**src/rtl/bounce_gen.sv**
```systemverilog
// rtl/bounce_gen.sv - emulated bouncy push-button source for debouncer stimulus
// On request, y reaches the target level through LFSR-timed glitches, then holds.
module bounce_gen #(
  parameter logic [15:0] BOUNCE_CYCLES = 16'd2000,
  parameter int          GAP_BITS      = 4,
  parameter logic [15:0] SEED          = 16'hACE1
) (
  input  logic       clk,
  input  logic       rst,
  input  logic       req,
  input  logic       level,
  output logic       ready,
  output logic       y,
  output logic       settled,
  output logic [7:0] bounce_count
);

  // An all-zero Fibonacci LFSR would lock up, so a zero seed is swapped out.
  localparam logic [15:0] SEED_EFF = (SEED == 16'h0000) ? 16'hACE1 : SEED;
  localparam logic [15:0] WIN_LAST = BOUNCE_CYCLES - 16'd1;

  typedef enum logic [1:0] {
    S_IDLE,
    S_BOUNCE,
    S_SETTLE
  } state_e;

  state_e            state_q, state_d;
  logic [15:0]       lfsr_q, lfsr_d;
  logic [15:0]       win_q, win_d;
  logic [GAP_BITS:0] gap_q, gap_d;
  logic [GAP_BITS:0] gap_new;
  logic              y_q, y_d;
  logic              tgt_q, tgt_d;
  logic [7:0]        cnt_q, cnt_d;
  logic [7:0]        cnt_inc;

  assign lfsr_d  = {lfsr_q[14:0], lfsr_q[15] ^ lfsr_q[13] ^ lfsr_q[12] ^ lfsr_q[10]};
  assign gap_new = {1'b0, lfsr_q[GAP_BITS-1:0]} + (GAP_BITS+1)'(1);
  assign cnt_inc = (cnt_q == 8'hFF) ? cnt_q : cnt_q + 8'd1;

  always_ff @(posedge clk) begin
    if (rst) begin
      state_q <= S_IDLE;
      lfsr_q  <= SEED_EFF;
      win_q   <= '0;
      gap_q   <= '0;
      y_q     <= 1'b0;
      tgt_q   <= 1'b0;
      cnt_q   <= '0;
    end else begin
      state_q <= state_d;
      lfsr_q  <= lfsr_d;
      win_q   <= win_d;
      gap_q   <= gap_d;
      y_q     <= y_d;
      tgt_q   <= tgt_d;
      cnt_q   <= cnt_d;
    end
  end

  always_comb begin
    state_d = state_q;
    win_d   = win_q;
    gap_d   = gap_q;
    y_d     = y_q;
    tgt_d   = tgt_q;
    cnt_d   = cnt_q;
    unique case (state_q)
      S_IDLE: begin
        if (req) begin
          tgt_d = level;
          if (level != y_q) begin
            y_d     = ~y_q;
            cnt_d   = 8'd1;
            win_d   = '0;
            gap_d   = gap_new;
            state_d = S_BOUNCE;
          end else begin
            cnt_d   = '0;
            state_d = S_SETTLE;
          end
        end
      end
      S_BOUNCE: begin
        win_d = win_q + 16'd1;
        // End of window wins over a coincident gap toggle.
        if (win_q == WIN_LAST) begin
          y_d = tgt_q;
          if (y_q != tgt_q) begin
            cnt_d = cnt_inc;
          end
          state_d = S_SETTLE;
        end else if (gap_q == (GAP_BITS+1)'(1)) begin
          y_d   = ~y_q;
          cnt_d = cnt_inc;
          gap_d = gap_new;
        end else begin
          gap_d = gap_q - (GAP_BITS+1)'(1);
        end
      end
      S_SETTLE: begin
        state_d = S_IDLE;
      end
      default: begin
        state_d = S_IDLE;
      end
    endcase
  end

  assign ready        = (state_q == S_IDLE);
  assign settled      = (state_q == S_SETTLE);
  assign y            = y_q;
  assign bounce_count = cnt_q;

endmodule

```
**config.mk**
```make
export PLATFORM = sky130hd
export DESIGN_NAME = bounce_gen
export DESIGN_NICKNAME = d
export VERILOG_FILES = /design/src/rtl/bounce_gen.sv
export SDC_FILE = /design/constraint.sdc
export NUM_CORES = 1
export LEC_CHECK = 0
export ABC_CLOCK_PERIOD_IN_PS = 5800
export CAP_MARGIN = 20
export CORE_UTILIZATION = 41
export CTS_CLUSTER_DIAMETER = 200
export DETAILED_ROUTE_END_ITERATION = 16
export MAX_ROUTING_LAYER = met4
export SYNTH_ARGS = -nofsm -noshare
export SYNTH_HDL_FRONTEND = slang
export SYNTH_SLANG_ARGS = --single-unit
```
**constraint.sdc**
```tcl
create_clock -name clk -period 5.8 [get_ports clk]
set_clock_uncertainty 0.15 [all_clocks]
set_input_delay 1.16 -clock clk [delete_from_list [all_inputs] [get_ports clk]]
set_output_delay 1.16 -clock clk [all_outputs]
set_load 0.01 [all_outputs]
```
# Word-level counts from Yosys, hierarchy flattened
# Cells that the tools add are included.
[totals] regBits=49 inputBits=4 out_inout_bits=11 word_cells=60
[classes] add_sub_neg=4 eq_ne=13 muxes=24 n_bitwise=4 reduce_logical=8
[ops] op="$mux 8" n=5
[ops] op="$mux 16" n=2
[ops] op="$pmux 16 s2" n=1
[ops] op="$mux 5" n=4
[ops] op="$add 16x1->16 const B" n=1
[ops] op="$eq 16x11->1 const B" n=1
[ops] op="$pmux 8 s2" n=1
[ops] op="$reduce_and 4->1" n=3
[ops] op="$pmux 5 s2" n=1
[ops] op="$add 8x1->8 const B" n=1
[ops] op="$eq 8x8->1 const B" n=1
[ops] op="$mux 2" n=3
[ops] op="$ne 2x2->1 const B" n=3
[ops] op="$ne 3x3->1 const B" n=2
[ops] op="$add 4x1->5 const B" n=1
[ops] op="$eq 5x1->1 const B" n=1
[ops] op="$mux 1" n=5
[ops] op="$sub 5x1->5 const B" n=1
[ops] op="$pmux 2 s2" n=1
[ops] op="$reduce_and 2->1" n=2
[ops] op="$reduce_and 3->1" n=1
[ops] op="$xor 1x1->1" n=3
[ops] op="$eq 2x1->1 const B" n=1
[ops] op="$eq 2x2->1 const B" n=1
[ops] op="other kinds (6)" n=7

# Depth between registers and ports, before layout
[depth] depth_word=5 ltp_mapped=7 ltp_nobuf=7

# Least setup slack after synthesis
# Ideal clock, no wire load.
[synth_timing] path_kind="input to register" from="in level" to="reg gap_q[2]" setup_time_ps=117 t_arrival_ps=2293 required_ps=5533 slack_ps=3240 path_stages=5 n_path_buf=0 path_cell_list="xor2_1 > a21oi_1 > a211oi_1 > o21ai_0 > a32o_1"
[synth_between] elab_chain_cells=3
[synth_rtl] element="start: declaration" line_no="11" rtl="input logic level,"
[synth_rtl] element="$ne 1x1->1" line_no="73" rtl="if (level != y_q) begin"
[synth_rtl] element="$ne 2x1->1 (no line)"
[synth_rtl] element="$reduce_and 4->1 (no line)"
[synth_rtl] element="end signal: assignment" line_no="55" rtl="gap_q <= gap_d;"
[synth_rtl] element="end: declaration" line_no="31" rtl="logic [GAP_BITS:0] gap_q, gap_d;"
# No other way between the ends.
# A chain may end at the register's enable or synchronous reset.

# Worst setup path after layout
# Ends and elaborated chain as after synthesis.

==> results.yml <==
status:
  status: "finished, final reports clean"
grt:
  grt_start_max_net_pins: 34
  antenna_found_initial: 0
  use_met3_pct: 3.69
  grt_overflow: 0
  grt_pass1_vias: 1745
  grt.busiest_layer: "met2"
  grt_util_met1_pct: 23.6
  grt.met2_usage_pct: 26.6
  grt_pass1_wl_um: 8220
  grt.total_usage_pct: 17.7
yosys:
  synth_cells: 269
  yosys.area.top_type_share_pct: 42.4
  synth-edff-count: 0
  yosys.area_share.xor_xnor_pct: 6.44
  yosys_warnings: 0
  yosys-top-cells-area: "dfxtp_1 (42%), nor2_1 (5.2%), xnor2_1 (4.5%)"
  ys_seq_elements: 49
  synth_top_family_by_area: "simple AND/OR/NAND/NOR gates"
  yosys.cell_types.count: 44
  yosysSeqAreaShare_pct: 42.4
  synthSimpleGateAreaFrac_pct: 28.3
  synth_mux_area_share_pct: 0.865
  synth_compound_area_share_pct: 16.7
  async_reset_ff_share_pct: 0
  yosysTopAreaCell: "dfxtp_1"
  synthAdderAreaFrac_pct: 2.70
  yosys_most_used_dff: "dfxtp_1"
  synth_nets: 278
  synth.cell_area_um2: 2310
  syn_avg_cell_area_um2: 8.60
setup_path:
  crit_required_ns: 5.86
  cp_max_fo: 7
  worstSetupPathType: "primary input to flip-flop"
  endpoint_kind: "flip-flop"
  rrSetupSlack_ns: 3.14
  arrival_ns: 3.16
  rr_worst_depth: 5
  start_kind: "primary input"
timing:
  holdWs_ns: 0.261
  finalHoldViolCount: 0
  finalMaxSlewViolations: 0
  timing.final.crit_share_pct: 53.6
  worstMarginPinSlew_ns: 0.883
  report.final.setup_viol: 0
  slew_headroom_pct: 40.6
  max_freq_ghz: 0.322
  rsz0062_at_grt: "no"
  period_minus_slack_ns: 3.11
  fin_tns_setup_ns: 0
detailed_routing:
  initialDrtViolationCount: 83
  vias: 1965
  firstDrtPassIters: 4
  routed_wl_um: 4860
  ant_nets: 0
  routedWlPerCell_um: 13.8
  avgViaCountPerCell: 5.57
  drc: 0
final_layout:
  drive_gt1_share_pct: 8.13
  final_common_cell: "dfxtp_1"
  nets: 291
  antenna-diode-count: 0
  area_delta_synth_final_pct: 14.0
  final_cell_mix: "dfxtp_1 (49), nor2_1 (32), nand2_1 (14), clkdlybuf4s50_1 (14)"
  fillers: 526
  utilization_pct: 50.0
pwr:
  leakage_nw: 0.920
  vdd_ir_drop_max_uv: 170
  p_total_uw: 750
  power.density_nw_per_um2: 284
hold_path:
  min_path_type: "flip-flop to flip-flop"
  holdPathStages: 1
clock_tree:
  cts_tree: "done"
  hold_buffers: 0
  post_cts_resized: 0
  postCtsSetupRepairBufs: 0
  cts_buffer_depth: 2
  htree_num_levels: 2
  clk_latency_ns: 0.31
  cts_buffers: 5
  clockRootBuffer: "clkbuf_8"
  clk_pin_slew_ns: 0.10
  cts_sinks: 49
die:
  placementRows: 26
  die_x_um: 77.1
  die_area_um2: 5950
  fp.dieH_um: 77.1
  top_level_ports: 15
  start_util_pct: 43.9
  core-area_um2: 5270
placement:
  hpwlAfterDp_um: 3270
  numPortBuffers: 14
  gp_congestion: 0.864
run:
  maxCapViolCount: 0
[Yosys cell counts, types with 2 or more instances]
library cell   n
dfxtp_1       49
nor2_1        32
nand2_1       14
nand3_1       13
nor3_1        13
o21ai_0       13
xnor2_1       12
a21oi_1       11
clkbuf_1      10
nor2b_1       10
a31oi_1        8
or2_2          8
a311oi_1       5
and3_1         5
ha_1           5
inv_1          5
or3_1          5
xor2_1         5
a211oi_1       4
nand2b_1       4
nand4_1        4
nor4_1         4
and4_1         3
a21o_1         2
and4b_1        2
mux2i_1        2
nor3b_1        2
o31ai_1        2
or4_4          2
[worst max-delay path, stage by stage]
cell and delay [ns]:
clkdlybuf4s50_1 0.55, xor2_1 0.28, a21oi_1 0.25, a211oi_1 0.48, o21ai_0 0.17, a32o_1 0.28
[final timing paths]
kind | startpoint | to
min | lfsr_q[5] | lfsr_q[6]
max | level | gap_q[2]
min reg2reg | lfsr_q[5] | lfsr_q[6]
max reg2reg | win_q[4] | gap_q[0]
[state kept, by name, summed over array words and instances (netlist names)]
register      flops
y                 1
lfsr_q           16
gap_q             5
bounce_count      8
win_q            16
tgt_q             1
state_q           2
[through the flow]
stage	instance area (µm²)	cells	setup WS, ns
floorplan	2310	269	3.24
global placement	2520	345	2.37
detailed placement	2520	345	2.38
CTS	2640	353	2.70
global route	2640	353	2.57
finish	2640	353	2.69
[logic make-up (layout without fill, tap and decap cells)]
family | Yosys count | in the layout
and+or+nand+nor | 123 | 123
AOI/OAI and AO/OA | 57 | 57
DFF | 49 | 49
xor gates and xnor gates | 17 | 17
buffers and inverters | 16 | 30
adders and majority gates | 5 | 5
muxes | 2 | 2
[cell type report]
| type | count | area [µm²] | area share, % |
|---|---|---|---|
| multi-input cells | 204 | 1270 | 48.2 |
| flip-flops and latches | 49 | 981 | 37.2 |
| repair buffers | 17 | 163 | 6.17 |
| well taps | 70 | 87.6 | 3.32 |
| clock buffers | 5 | 68.8 | 2.61 |
| clock inverters | 3 | 46.3 | 1.76 |
| inverters | 5 | 18.8 | 0.712 |
[report_power, final]
group	internal, mW	switching [mW]
logic	0.0533	0.0712
registers	0.355	0.0228
clock network	0.129	0.118
[layer usage]
| layer | part of all wire, % | vias to the layer above |
|---|---|---|
| met3 | 3.4 | 6 |
| li1 | - | 1002 |
| met4 | 1.2 | 0 |
| met2 | 43 | 37 |
| met5 | 0 | - |
| met1 | 52 | 920 |
Power figures use the tool's default switching activity.
